<file path="config.mk">
export PLATFORM = sky130hd
export DESIGN_NAME = stream_mux_n_flat
export DESIGN_NICKNAME = d
export VERILOG_FILES = /design/src/rtl/stream_mux_n_pkg.sv /design/src/rtl/stream_mux_n_if.sv /design/src/rtl/stream_mux_n_rr_arbiter.sv /design/src/rtl/stream_mux_n.sv /design/src/flat_wrapper.sv
export SDC_FILE = /design/constraint.sdc
export NUM_CORES = 1
export LEC_CHECK = 0
export ABC_AREA = 1
export BUFFER_PORTS_ARGS = -buffer_cell sky130_fd_sc_hd__buf_2
export CORE_MARGIN = 2
export CORE_UTILIZATION = 36
export DETAILED_ROUTE_END_ITERATION = 8
export PLACE_DENSITY = 0.77
export SYNTH_ARGS = -nofsm -noshare
export SYNTH_HDL_FRONTEND = slang
export SYNTH_SLANG_ARGS = --single-unit
</file>
<file path="constraint.sdc">
create_clock -name clk -period 1.6 [get_ports clk]
set_clock_uncertainty 0.05 [all_clocks]
set_input_delay 0.32 -clock clk [delete_from_list [all_inputs] [get_ports clk]]
set_output_delay 0.32 -clock clk [all_outputs]
set_load 0.01 [all_outputs]
</file>
<file path="src/rtl/stream_mux_n_pkg.sv">
// Shared constants and helpers for the N-channel stream selector.
package stream_mux_pkg;

  localparam int MODE_SEL = 0;
  localparam int MODE_RR  = 1;

  // Index width for n items, never below one bit so that N == 1
  // style corner cases still produce legal vector declarations.
  function automatic int clog2_min1(input int n);
    int r;
    r = 0;
    for (int i = 0; i < 31; i++) begin
      if ((1 << i) < n) r = i + 1;
    end
    return (r < 1) ? 1 : r;
  endfunction

endpackage

</file>
<file path="src/rtl/stream_mux_n_if.sv">
// Bus bundle for stream_mux_n: N producer channels in, one registered
// result stream out.
//
// Handshake: a word moves across any valid/ready pair on a rising clk edge
// where both valid and ready are high. A producer holding valid keeps its
// data stable until it sees ready. ready may depend combinationally on the
// far side's ready (out_ready -> in_ready) but never on in_data.
interface stream_mux_n_if #(
  parameter int WIDTH = 32,
  parameter int N     = 4
);
  import stream_mux_pkg::*;

  localparam int SELW = clog2_min1(N);

  logic [N*WIDTH-1:0] in_data;
  logic [N-1:0]       in_valid;
  logic [N-1:0]       in_ready;
  logic [SELW-1:0]    sel;
  logic [WIDTH-1:0]   out_data;
  logic               out_valid;
  logic               out_ready;
  logic [SELW-1:0]    out_src;

  // Producers plus consumer side (drives requests, takes results).
  modport master (
    output in_data, in_valid, sel, out_ready,
    input  in_ready, out_data, out_valid, out_src
  );

  // The selector itself.
  modport slave (
    input  in_data, in_valid, sel, out_ready,
    output in_ready, out_data, out_valid, out_src
  );

endinterface

</file>
<file path="src/rtl/stream_mux_n_rr_arbiter.sv">
// Round-robin arbiter: the channel just after ptr has highest priority,
// ptr itself lowest, wrapping modulo N.
module rr_arbiter_n
  import stream_mux_pkg::*;
#(
  parameter  int N    = 4,
  localparam int SELW = clog2_min1(N)
) (
  input  logic [N-1:0]    req,
  input  logic [SELW-1:0] ptr,
  output logic [SELW-1:0] gnt_idx,
  output logic            gnt_valid
);

  // Scan from lowest priority to highest so the last hit wins.
  always_comb begin
    gnt_idx   = '0;
    gnt_valid = 1'b0;
    for (int k = N; k >= 1; k--) begin
      int idx;
      idx = (int'(ptr) + k) % N;
      if (req[idx]) begin
        gnt_idx   = SELW'(idx);
        gnt_valid = 1'b1;
      end
    end
  end

endmodule

</file>
<file path="src/rtl/stream_mux_n.sv">
// N-channel registered stream selector. Picks one channel per load (by
// external select or round-robin) into a single output register; the
// register reloads in the same cycle it drains for full throughput.
module stream_mux_n
  import stream_mux_pkg::*;
#(
  parameter  int WIDTH = 32,
  parameter  int N     = 4,
  parameter  int MODE  = MODE_SEL,
  localparam int SELW  = clog2_min1(N)
) (
  input  logic            clk,
  input  logic            rst_n,
  stream_mux_n_if.slave   bus,
  output logic [SELW-1:0] rr_ptr
);

  logic [SELW-1:0]  grant;
  logic             grant_valid;
  logic             load_en;
  logic             load;
  logic [WIDTH-1:0] chosen;

  // Register can accept when empty or when its word leaves this cycle.
  assign load_en = ~bus.out_valid | bus.out_ready;
  assign load    = load_en & grant_valid;

  generate
    if (MODE == MODE_RR) begin : g_rr
      rr_arbiter_n #(.N(N)) u_arb (
        .req       (bus.in_valid),
        .ptr       (rr_ptr),
        .gnt_idx   (grant),
        .gnt_valid (grant_valid)
      );
    end else begin : g_sel
      // Out-of-range select values match no channel, so they never grant.
      always_comb begin
        grant       = '0;
        grant_valid = 1'b0;
        for (int i = 0; i < N; i++) begin
          if (bus.sel == SELW'(i) && bus.in_valid[i]) begin
            grant       = SELW'(i);
            grant_valid = 1'b1;
          end
        end
      end
    end
  endgenerate

  // One-hot ready to the granted channel; held low throughout reset.
  always_comb begin
    bus.in_ready = '0;
    for (int i = 0; i < N; i++) begin
      if (rst_n && load && grant == SELW'(i)) bus.in_ready[i] = 1'b1;
    end
  end

  // Data mux in front of the output register (no path to out_data).
  always_comb begin
    chosen = '0;
    for (int i = 0; i < N; i++) begin
      if (grant == SELW'(i)) chosen = bus.in_data[i*WIDTH +: WIDTH];
    end
  end

  // Output register and round-robin pointer; pointer moves only on loads.
  always_ff @(posedge clk) begin
    if (!rst_n) begin
      bus.out_valid <= 1'b0;
      bus.out_data  <= '0;
      bus.out_src   <= '0;
      rr_ptr        <= SELW'(N - 1);
    end else if (load) begin
      bus.out_valid <= 1'b1;
      bus.out_data  <= chosen;
      bus.out_src   <= grant;
      if (MODE == MODE_RR) rr_ptr <= grant;
    end else if (bus.out_ready) begin
      bus.out_valid <= 1'b0;
    end
  end

endmodule

</file>
<file path="src/flat_wrapper.sv">
// flat-port wrapper written by rule: the top's interface ports become plain ports
module stream_mux_n_flat import stream_mux_pkg::*;
#(
  parameter  int WIDTH = 32,
  parameter  int N     = 4,
  parameter  int MODE  = MODE_SEL,
  localparam int SELW  = clog2_min1(N)
)
  (clk, rst_n, rr_ptr, bus_in_data, bus_in_valid, bus_sel, bus_out_ready, bus_in_ready, bus_out_data, bus_out_valid, bus_out_src);
  stream_mux_n_if #(.WIDTH(WIDTH), .N(N)) bus_i ();
  input  logic clk;
  input  logic rst_n;
  output logic [SELW-1:0] rr_ptr;
  input wire logic [$bits(bus_i.in_data)-1:0] bus_in_data;
  input wire logic [$bits(bus_i.in_valid)-1:0] bus_in_valid;
  input wire logic [$bits(bus_i.sel)-1:0] bus_sel;
  input wire logic [$bits(bus_i.out_ready)-1:0] bus_out_ready;
  output wire logic [$bits(bus_i.in_ready)-1:0] bus_in_ready;
  output wire logic [$bits(bus_i.out_data)-1:0] bus_out_data;
  output wire logic [$bits(bus_i.out_valid)-1:0] bus_out_valid;
  output wire logic [$bits(bus_i.out_src)-1:0] bus_out_src;
  assign bus_i.in_data = bus_in_data;
  assign bus_i.in_valid = bus_in_valid;
  assign bus_i.sel = bus_sel;
  assign bus_i.out_ready = bus_out_ready;
  assign bus_in_ready = bus_i.in_ready;
  assign bus_out_data = bus_i.out_data;
  assign bus_out_valid = bus_i.out_valid;
  assign bus_out_src = bus_i.out_src;
  stream_mux_n #(.WIDTH(WIDTH), .N(N), .MODE(MODE)) u_core (.clk(clk), .rst_n(rst_n), .bus(bus_i), .rr_ptr(rr_ptr));
endmodule
</file>
# Word-level counts from Yosys, hierarchy flattened
# Index checks and enable logic that the tools add are counted.
[totals] reg_bits=35 word_cells=41 inputBits=137 output_inout_bits=41
[op_classes] reduce_logical=12 n_eq_ne=6 bitwise=3 muxes=17
[op_table] operator="$mux 32" n=4
[op_table] operator="$mux 1" n=11
[op_table] operator="$logic_and 1x1->1" n=9
[op_table] operator="$eq 2x2->1 const B" n=4
[op_table] operator="$eq 2x1->1 const B" n=2
[op_table] operator="$logic_not 2->1" n=2
[op_table] operator="$mux 2" n=2
[op_table] operator="$reduce_bool 2->1" n=1
[op_table] operator="$and 1x1->1" n=1
[op_table] operator="$not 1->1" n=1
[op_table] operator="$or 1x1->1" n=1

# Logic depth before layout (Yosys ltp)
# Gate-level depths: netlist (run 1).
[depth] ltp_word=10 depth_mapped=11 depth_no_buf=9

# Worst setup path after synthesis (run 1)
# Ideal clock, no wire load.
[synth_path] kind="input to output" start="input port bus_sel[1]" end="output port bus_in_ready[3]" cell_stages=10 required_time_ns=1.230 n_path_buf=1 t_arrival_ns=1.288 setup_slack_ns=-0.058 path_cell_list="buf_4 > inv_1 > nand3_2 > nand2_1 > nor2_4 > nor2_8 > nand2_1 > inv_2 > nand2_1 > inv_1"
[synth_between] elab_chain_cells=10 word_cells_on_any_way=20
[synth_rtl] element="start: declaration" line="flat_wrapper.sv:16" source="input wire logic [$bits(bus_i.sel)-1:0] bus_sel;"
[synth_rtl] element="$logic_not 2->1" line="stream_mux_n.sv:42" source="if (bus.sel == SELW'(i) && bus.in_valid[i]) begin"
[synth_rtl] element="$logic_and 1x1->1" line="stream_mux_n.sv:42"
[synth_rtl] element="$mux 1 (4 in series)" line="stream_mux_n.sv:42"
[synth_rtl] element="$and 1x1->1" line="stream_mux_n.sv:26" source="assign load = load_en & grant_valid;"
[synth_rtl] element="$logic_and 1x1->1" line="stream_mux_n.sv:55" source="if (rst_n && load && grant == SELW'(i)) bus.in_ready[i] = 1'b1;"
[synth_rtl] element="$logic_and 1x1->1 (*)" line="stream_mux_n.sv:55"
[synth_rtl] element="$mux 1 (*)" line="stream_mux_n.sv:55"
[synth_rtl] element="end: declaration" line="flat_wrapper.sv:18" source="output wire logic [$bits(bus_i.in_ready)-1:0] bus_in_ready;"
# Every way passes the cells marked *; elsewhere a longest branch is shown, timed or not.

# Worst setup path after layout (run 1)
[layout_path] start="input port bus_sel[1]" end="output port bus_in_ready[0]"
# Same word-level chain as after synthesis.

==> impl_metrics.yaml, run 1 <==
logic_synthesis:
  synth_commonest_cells: "169 x nand2_1, 35 x dfxtp_1, 31 x nor2_1"
  synth_cell_types: 29
  synth_edf_count: 0
  ys_seq_elements: 35
  synthArstFlopShare_pct: 0
  synth_area_per_cell_um2: 6.031
  netlist_area_mm2: 0.002250
  ys_seq_area_share_pct: 31.15
  synth.most_common_cell: "nand2_1"
  synth_top_cell_area_share_pct: 31.15
  netlist_instances: 373
  ys_top_cells_by_area: "dfxtp_1 31%, nand2_1 28%, nand3_1 6.7%, o21ai_0 6.0%, nor2_1 5.2%"
  yosys_warnings: 0
  synth-main-ff-cell: "dfxtp_1"
  synth_largest_area_cell: "dfxtp_1"
timing:
  fin_crit_ps: 1599
  rsz0062_at_grt: "true"
  setup_viol: 0
  slew_viol_final: 0
  period_share_pct: 99.94
  max_freq_mhz: 625.4
  hold_violations: 0
floorplan:
  num_rows: 28
  die_area_mm2: 0.006897
  ioPinCount: 178
  die_h_um: 83.05
  fp.dieW_um: 83.05
  initial_core_util_pct: 37.55
  core_area_mm2: 0.005991
final_layout:
  drive_gt1_share_pct: 42.38
  postLayoutCellArea_mm2: 0.003562
  fin_nets: 700
  syn_to_final_growth_pct: 58.34
  seqCellArea_um2: 701.9
  multi_input_area_mm2: 0.001388
  fill_cells: 582
  antenna_cells: 0
  fin_util_pct: 59.46
clocking:
  insertion_delay_ps: 280
  cts_max_level: 2
  clk_path_buf_depth: 2
  cts_tree: "built"
  cts-buffers-inserted: 5
  cts_hold_buf: 0
  clock-sinks: 35
  cts_root_buf: "clkbuf_8"
  path_clk_slew_ps: 70
placement:
  placed_area_mm2: 0.003331
  place_hpwl_mm: 6.381
  gp_congestion: 0.9073
  place.port_buffers: 175
pwr:
  power_switching_w: 0.0007833
  leakage_nw: 1.993
  internal_power_w: 0.001840
  ir_drop_mv: 0.3568
  power_frac_clock_pct: 31.2
  pwr-share-seq_pct: 37.9
  switching_share_pct: 29.86
  power_frac_comb_pct: 30.9
  power.density_mw_per_mm2: 736.4
grt:
  use_met1_pct: 26.21
  met2_usage_pct: 42.89
  grt_max_degree: 25
  grt_util_met3_pct: 5.567
  antenna_found_initial: 0
  grt_overflow_total: 0
  busiest_layer: "met2"
  grt_pass1_wl_mm: 13.16
  grtUsageTotal_pct: 23.16
  grt_pass1_vias: 2937
detailed_routing:
  drcViolationCount: 0
  vias: 3102
  firstDrtPassIters: 4
  vias_per_cell: 4.854
  finalWirelength_mm: 8.218
  ant_nets: 0
  drt_iter0_drc: 132
  wl_per_cell_um: 12.86
job:
  maxCapViolCount: 0
worst_setup_path:
  path_max_fanout: 6
  cpPeakStageDelay_ps: 120
  end_kind: "output pin"
  required_ps: 1230
  arrival_ps: 1230
  crit_path_start_kind: "input pin"
  crit_type: "in2out"
  path_cells: "buf_6, inv_1, nand3_2, nand2_2, nor2_4, nor2_8, nand2_4, inv_4, nand2_2, inv_2, buf_6"
  slowest_stage: "buf_6"
min_path:
  hp-class: "in2reg"
outcome:
  status: "finished clean"
path summary, 6_finish.rpt:
kind / start / endpoint / slack, ps / cells past startpoint
setup / recovery: bus_sel[1] / bus_in_ready[0] / 0.9 / 11
hold / removal: bus_in_data[20] / u_core.bus.out_data[20]$_SDFFE_PN0P_ / 270 / 5
setup reg to reg: u_core.bus.out_valid$_SDFFE_PN0P_ / u_core.bus.out_data[8]$_SDFFE_PN0P_ / 170 / 9
hold reg to reg: u_core.bus.out_data[2]$_SDFFE_PN0P_ / u_core.bus.out_data[2]$_SDFFE_PN0P_ / 400 / 2
layer usage:
metal | vias to the layer above | share of wire (%)
met5 | - | 0
met4 | 0 | 2.0
met3 | 21 | 8.0
met2 | 159 | 51
met1 | 1354 | 39
li1 | 1568 | -
power groups by stage:
| stage | Combinational, W | Sequential [W] | Clock [W] |
|---|---|---|---|
| 2_1_floorplan | 0.000354 | 0.00105 | 0 |
| 3_3_place_gp | 0.000754 | 0.00101 | 0 |
| 3_5_place_dp | 0.000771 | 0.00101 | 0 |
| 4_1_cts | 0.000792 | 0.000993 | 0.000841 |
| 5_1_grt | 0.000898 | 0.00100 | 0.000877 |
| 6_report | 0.000811 | 0.000994 | 0.000819 |
cells in the final DEF (no fill, tap or decap), drive strengths merged:
cell type and count:
buf 206, nand2 170, o21ai 47, nor2 36
dfxtp 35, nand3 33, inv 11, clkbuf 6
a22oi 5, nand4 4, conb 2, a21oi 2
clkinvlp 1, nor3 1, or2 1, o211ai 1
o31ai 1, bufinv 1, clkinv 1
cells by family after synthesis:
| group | after synthesis | share of synthesized area, % |
|---|---|---|
| AND/OR/NAND/NOR | 245 | 46.61 |
| other | 1 | 0.1667 |
| AO/OA/AOI/OAI | 56 | 13.40 |
| buffers and inverters | 36 | 8.676 |
| flip-flops | 35 | 31.15 |
metrics by stage:
stage          hold slack (ps)  instances  setup TNS [ps]  total power, W  worst slack [ps]
6_report                 274.9        639               0        0.002623            0.9430
5_1_grt                  297.3        639          -152.5        0.002781            -56.55
4_1_cts                  272.6        636          -13.92        0.002626            -9.528
3_5_place_dp             383.4        624           -2027        0.001781            -103.5
3_3_place_gp             382.8        624          -102.8        0.001765            -43.39
2_1_floorplan            423.5        374               0        0.001403             1.903
repair_timing:
action | CTS | global route
pin swaps | 3 | 7
endpoints found under the setup margin | 4 | 3
gates resized for setup | 9 | 11
endpoints found under the hold margin | 0 | 0
setup buffers | 5 | 3
worst max-delay path: cells and delay by family:
kind / cells / cell delay, ps
buffers and inverters: 5 / 430
and+or+nand+nor: 6 / 480
flip-flops by register name (all words and copies together), names as in the netlist:
register,flops
u_core.bus.out_data,32
u_core.bus.out_src,2
u_core.bus.out_valid,1
area by class of cell:
| class | count | area share, % |
|---|---|---|
| multi-input combinational | 303 | 38.95 |
| inverter | 12 | 1.581 |
| clock buffer | 6 | 2.318 |
| tap | 75 | 2.634 |
| clock inverter | 2 | 0.9835 |
| sequential | 35 | 19.70 |
| timing repair buffer | 206 | 33.83 |
(Power assumes the default switching activity.)
==> run 2, diff against run 1 <==
--- a/config.mk
+++ b/config.mk
@@ -10,7 +10,7 @@
 export CORE_MARGIN = 2
 export CORE_UTILIZATION = 36
 export DETAILED_ROUTE_END_ITERATION = 8
-export PLACE_DENSITY = 0.77
+export PLACE_DENSITY = 0.87
 export SYNTH_ARGS = -nofsm -noshare
 export SYNTH_HDL_FRONTEND = slang
 export SYNTH_SLANG_ARGS = --single-unit
==> constraint.sdc (replaced) <==
create_clock -name clk -period 1.6 [get_ports clk]
set_clock_uncertainty 0.05 [all_clocks]
set_input_delay 0.16 -clock clk [delete_from_list [all_inputs] [get_ports clk]]
set_output_delay 0.16 -clock clk [all_outputs]
set_load 0.01 [all_outputs]
==> run 2 against run 1 <==
First-iteration DRC count grew 36%. Clock-buffer cell count up 1. Register-to-register slack improved by 20 ps. Sequential cell count unchanged. Hold slack worse by 160 ps. Setup slack gained 130 ps. Die area stayed put.
==> impl_metrics.yaml, run 2 (synthesized netlist as in run 1, its figures left out) <==
min_path:
  hold_depth: 5
  hp-class: "in2reg"
  min_from: "bus_in_data[14]"
  min_to: "u_core.bus.out_data[14]$_SDFFE_PN0P_"
detailed_routing:
  firstDrtPassIters: 4
  drcViolationCount: 0
  wl_per_cell_um: 12.56
  vias_per_cell: 4.910
  finalWirelength_mm: 7.835
  vias: 3064
  drt_iter0_drc: 180
  ant_nets: 0
final_layout:
  final_cell_mix: "175 x buf_2, 168 x nand2_1, 34 x dfxtp_1"
  reg_top3: "u_core.bus.out_data x32, u_core.bus.out_src x2, u_core.bus.out_valid x1"
  multi_input_area_mm2: 0.001373
  fin_util_pct: 55.85
  final_common_cell: "buf_2"
  drive_gt1_share_pct: 38.98
  fin_nets: 685
  top_register: "u_core.bus.out_data"
  largest_reg_flops: 32
  fill_cells: 609
  antenna_cells: 0
  syn_to_final_growth_pct: 48.72
  seqCellArea_um2: 701.9
  instances_no_fill: 624
placement:
  gp_congestion: 0.8964
  place_hpwl_mm: 6.156
  place.port_buffers: 175
  preCtsSetupSlack_ps: -34.43
  dp.cells: 614
worst_setup_path:
  end_kind: "output pin"
  rr_startpoint: "u_core.bus.out_valid$_SDFFE_PN0P_"
  r2r_end: "u_core.bus.out_data[31]$_SDFFE_PN0P_"
  crit_buf_inv: 4
  path_max_fanout: 4
  crit_path_start_kind: "flop"
  critPathTopFamily: "simple AND/OR/NAND/NOR gates"
  setup.worst_path.start: "u_core.bus.out_valid$_SDFFE_PN0P_"
  cpPeakStageDelay_ps: 320
  path_cells: "inv_1, nor2_4, nor2_8, nand2_4, inv_4, nand2_1, inv_1, buf_2"
  arrival_ps: 1260
  cp_common_cell: "inv_1"
  ff2ff_path_depth: 8
  slowest_stage: "dfxtp_2"
  rrSetupSlack_ps: 190
  crit_type: "reg2out"
  worst-path-stages: 8
  required_ps: 1390
timing:
  worst_slack_ps: 126.4
  slew_viol_final: 0
  fin_crit_ps: 1474
  setup_viol: 0
  rsz0062_at_grt: "false"
  period_share_pct: 92.10
  max_freq_mhz: 678.6
  hold_violations: 0
floorplan:
  die_area_mm2: 0.006897
  ioPinCount: 178
  die_h_um: 83.05
  initial_core_util_pct: 37.55
  fp.dieW_um: 83.05
  core_area_mm2: 0.005991
  num_rows: 28
pwr:
  p_total_w: 0.002352
  leakage_nw: 1.901
  ir_drop_mv: 0.3051
  power.density_mw_per_mm2: 702.9
clocking:
  clock-sinks: 35
  cts_root_buf: "clkbuf_8"
  cts_tree: "built"
  insertion_delay_ps: 280
  cts-buffers-inserted: 5
  clk_path_buf_depth: 2
  path_clk_slew_ps: 70
  cts_max_level: 2
outcome:
  status: "finished clean"
grt:
  grt_max_degree: 28
  antenna_found_initial: 0
  grt_pass1_vias: 2931
  grt_overflow_total: 0
  grtUsageTotal_pct: 22.52
  grt_pass1_wl_mm: 13.13
job:
  maxCapViolCount: 0
-- run 2: cell types whose count changed in the layout (fill, tap and decap cells not counted), moves of 3 or more --
cell,change
inv_1,+4
buf_4,-14
nand2_2,-3
buf_2,+4
buf_6,-3
nand2_1,+3
-- run 2: final cells by class --
class / count / share of cell area, %
clock buffers: 7 / 2.281
clock inverters: 1 / 0.1496
inverters: 12 / 1.496
multi-input cells: 303 / 41.02
flip-flops and latches: 35 / 20.98
well taps: 75 / 2.805
repair buffers: 191 / 31.26
-- run 2: how the worst max path moves through the flow --
stage / end
floorplan: bus_in_ready[3]
global placement: bus_in_ready[0]
detailed placement: bus_in_ready[3]
CTS: bus_in_ready[3]
global route: bus_in_ready[0]
finish: bus_in_ready[3]
-- run 2: through the flow --
stage               hold slack [ps]  cell area (µm²)  TNS, ps
finish                        118.9             3346        0
global route                  128.3             3346        0
CTS                           112.9             3329        0
detailed placement            385.3             3231   -56.24
global placement              382.2             3231        0
floorplan                     309.2             2253        0
-- run 2: worst min-delay path, delay by kind of cell --
| kind | cells | cell delay (ps) |
|---|---|---|
| and+or+nand+nor | 3 | 150 |
| buffers and inverters | 1 | 70 |
| AOI/OAI and AO/OA | 1 | 50 |
-- run 2: repair_timing --
item                                    CTS  global route
endpoints found under the hold margin     0             0
endpoints found under the setup margin    4             2
hold buffers                              0             0
setup buffers                             2             1
pin swaps                                 1             1
gates resized for setup                   1             5
-- run 2: per-layer routing --
layer	part of all wire, %	wire length [µm]	global-route usage (%)	up-vias
met2	50	3945	40.91	151
met4	1.3	104	6.855	0
li1	-	-	-	1535
met3	8.7	679	5.070	13
met5	0	0	0	-
met1	40	3106	26.16	1365
-- run 2: power breakdown --
group | leakage, nW | switching (W) | internal, W | total (W)
combinational | 1.57 | 0.000409 | 0.000338 | 0.000747
sequential | 0.288 | 0.0000391 | 0.000953 | 0.000992
clock | 0.0422 | 0.000307 | 0.000305 | 0.000613
==> run 3, diff against run 2 <==
--- a/config.mk
+++ b/config.mk
@@ -7,7 +7,7 @@
 export LEC_CHECK = 0
 export ABC_AREA = 1
 export BUFFER_PORTS_ARGS = -buffer_cell sky130_fd_sc_hd__buf_2
-export CORE_MARGIN = 2
+export CORE_MARGIN = 1
 export CORE_UTILIZATION = 36
 export DETAILED_ROUTE_END_ITERATION = 8
 export PLACE_DENSITY = 0.87
==> run 3 against run 2 <==
Hold slack improved by 9.1 ps. Maximum frequency decreased by 0.98%. Sequential power about the same. Register-to-register slack hardly changed. Sequential cell count is the same. Clock-buffer cell count up 1. Setup slack worse by 15 ps. Cell area is the same. Final cell count fell by 0.16%. Clock power is 12% higher. Non-clock buffer count fell by 1. Critical endpoint is now bus_in_ready[0]. Largest cell class unchanged. Largest power group unchanged.
==> impl_metrics.yaml, run 3 (synthesized netlist as in run 1, its figures left out) <==
worst_setup_path:
  setup.worst_path.start: "u_core.bus.out_valid$_SDFFE_PN0P_"
  slowest_stage: "dfxtp_1"
  r2r_end: "u_core.bus.out_data[13]$_SDFFE_PN0P_"
  crit_type: "reg2out"
  critPathTopFamily: "buffers and inverters"
  end_kind: "output pin"
  ff2ff_path_depth: 9
  path_cells: "inv_1, nor2_1, buf_4, nor2_8, nand2_4, inv_2, nand2_1, inv_1, buf_2"
  required_ps: 1390
  crit_end: "bus_in_ready[0]"
  path_max_fanout: 4
  arrival_ps: 1280
  crit_path_start_kind: "flop"
  rr_startpoint: "u_core.bus.out_valid$_SDFFE_PN0P_"
  cp_common_cell: "inv_1"
  cpPeakStageDelay_ps: 320
  worst-path-stages: 9
  rrSetupSlack_ps: 190
  crit_buf_inv: 5
final_layout:
  reg_top3: "u_core.bus.out_data x32, u_core.bus.out_src x2, u_core.bus.out_valid x1"
  final_cell_mix: "175 x buf_2, 168 x nand2_1, 35 x dfxtp_1"
  fin_nets: 684
  postLayoutCellArea_mm2: 0.003346
  largest_reg_flops: 32
  antenna_cells: 0
  drive_gt1_share_pct: 38.69
  final_common_cell: "buf_2"
  fill_cells: 595
  syn_to_final_growth_pct: 48.72
  seqCellArea_um2: 700.7
  top_register: "u_core.bus.out_data"
  multi_input_area_mm2: 0.001365
placement:
  place_hpwl_mm: 5.834
  gp_congestion: 0.8720
  placed_area_mm2: 0.003216
  place.port_buffers: 175
detailed_routing:
  ant_nets: 0
  vias_per_cell: 4.936
  drcViolationCount: 0
  wl_per_cell_um: 12.25
  drt_iter0_drc: 85
  vias: 3075
  firstDrtPassIters: 4
  finalWirelength_mm: 7.630
pwr:
  power_frac_comb_pct: 30.7
  power_switching_w: 0.0007424
  switching_share_pct: 30.59
  pwr-share-seq_pct: 40.9
  leakage_nw: 1.906
  internal_power_w: 0.001685
  power.density_mw_per_mm2: 725.4
  power_frac_clock_pct: 28.4
  ir_drop_mv: 0.3469
grt:
  grtUsageTotal_pct: 23.10
  antenna_found_initial: 0
  grt_overflow_total: 0
  grt_pass1_wl_mm: 11.83
  grt_max_degree: 33
  grt_pass1_vias: 2736
floorplan:
  ioPinCount: 178
  num_rows: 28
  initial_core_util_pct: 37.55
  die_area_mm2: 0.006569
  fp.dieW_um: 81.05
  die_h_um: 81.05
  core_area_mm2: 0.005991
min_path:
  hp-class: "in2reg"
timing:
  hold_ws_ps: 128.0
  rsz0062_at_grt: "false"
  fin_crit_ps: 1488
  hold_violations: 0
  slew_viol_final: 0
  max_freq_mhz: 671.9
  setup_viol: 0
  period_share_pct: 93.02
job:
  maxCapViolCount: 0
clocking:
  cts_max_level: 2
  path_clk_slew_ps: 70
  cts_root_buf: "clkbuf_8"
  clock-sinks: 35
  cts_hold_buf: 0
  cts-buffers-inserted: 5
  cts_tree: "built"
  insertion_delay_ps: 280
  clk_path_buf_depth: 2
outcome:
  status: "finished clean"
[run 3: changes by cell type in the layout (fill, tap and decap cells not counted)]
cell | previous run | this run
clkbuf_8 | 5 | 7
inv_4 | 2 | 1
dfxtp_2 | 1 | 0
clkinv_2 | 1 | 0
buf_4 | 12 | 11
inv_2 | 1 | 2
nor2_4 | 3 | 2
nor2_1 | 30 | 31
dfxtp_1 | 34 | 35
clkbuf_1 | 2 | 1
[run 3: cell type report]
cell class | count | share of cell area, %
clock buffers | 8 | 2.992
flip-flops and latches | 35 | 20.94
well taps | 75 | 2.805
repair buffers | 190 | 31.04
inverters | 12 | 1.421
multi-input cells | 303 | 40.80
[run 3: stage by stage]
stage          instances  setup WS, ps  util [%]  TNS, ps  power [W]
3_5_place_dp         612        -10.13     53.68   -19.08   0.001742
6_report             623         111.7     55.85        0   0.002427
3_3_place_gp         612         28.42     53.68        0   0.001724
4_1_cts              623         60.11     55.76        0   0.002455
2_1_floorplan        374         206.5         -        0   0.001397
5_1_grt              623         16.66     55.85        0   0.002586
[run 3: worst register-to-register path: cells and delay by family, from the launching register on]
kind / cells / cell delay [ps]
and+or+nand+nor: 4 / 270
AOI/OAI and AO/OA: 1 / 80
buffers and inverters: 4 / 580
DFF: 1 / 320
[run 3: worst min path at each step]
stage / from / endpoint / slack, ps / cells past startpoint
3_5_place_dp: u_core.bus.out_data[3]$_SDFFE_PN0P_ / u_core.bus.out_data[3]$_SDFFE_PN0P_ / 380 / 2
2_1_floorplan: bus_in_data[12] / u_core.bus.out_data[12]$_SDFFE_PN0P_ / 310 / 4
4_1_cts: bus_in_data[8] / u_core.bus.out_data[8]$_SDFFE_PN0P_ / 120 / 5
6_report: bus_in_data[8] / u_core.bus.out_data[8]$_SDFFE_PN0P_ / 130 / 5
5_1_grt: bus_in_data[13] / u_core.bus.out_data[13]$_SDFFE_PN0P_ / 140 / 5
3_3_place_gp: u_core.bus.out_data[12]$_SDFFE_PN0P_ / u_core.bus.out_data[12]$_SDFFE_PN0P_ / 380 / 2
[run 3: what timing repair did]
action | in CTS | in global routing
endpoints found under the setup margin | 4 | 2
buffers inserted | 3 | 0
resized for setup | 1 | 1
pin swaps | 1 | 0
[run 3: power by group through the flow]
stage | logic [W] | registers, W | clock network [W]
6_report | 0.000745 | 0.000993 | 0.000688
5_1_grt | 0.000831 | 0.00100 | 0.000752
4_1_cts | 0.000746 | 0.000993 | 0.000716
3_5_place_dp | 0.000733 | 0.00101 | 0
3_3_place_gp | 0.000715 | 0.00101 | 0
2_1_floorplan | 0.000348 | 0.00105 | 0
[run 3: layer usage]
layer / wire length (µm) / global-route usage (%) / share of wire [%]
met1: 3058 / 25.59 / 40
met4: 103 / 6.250 / 1.3
met3: 591 / 4.494 / 7.7
met5: 0 / 0 / 0
met2: 3877 / 44.20 / 51
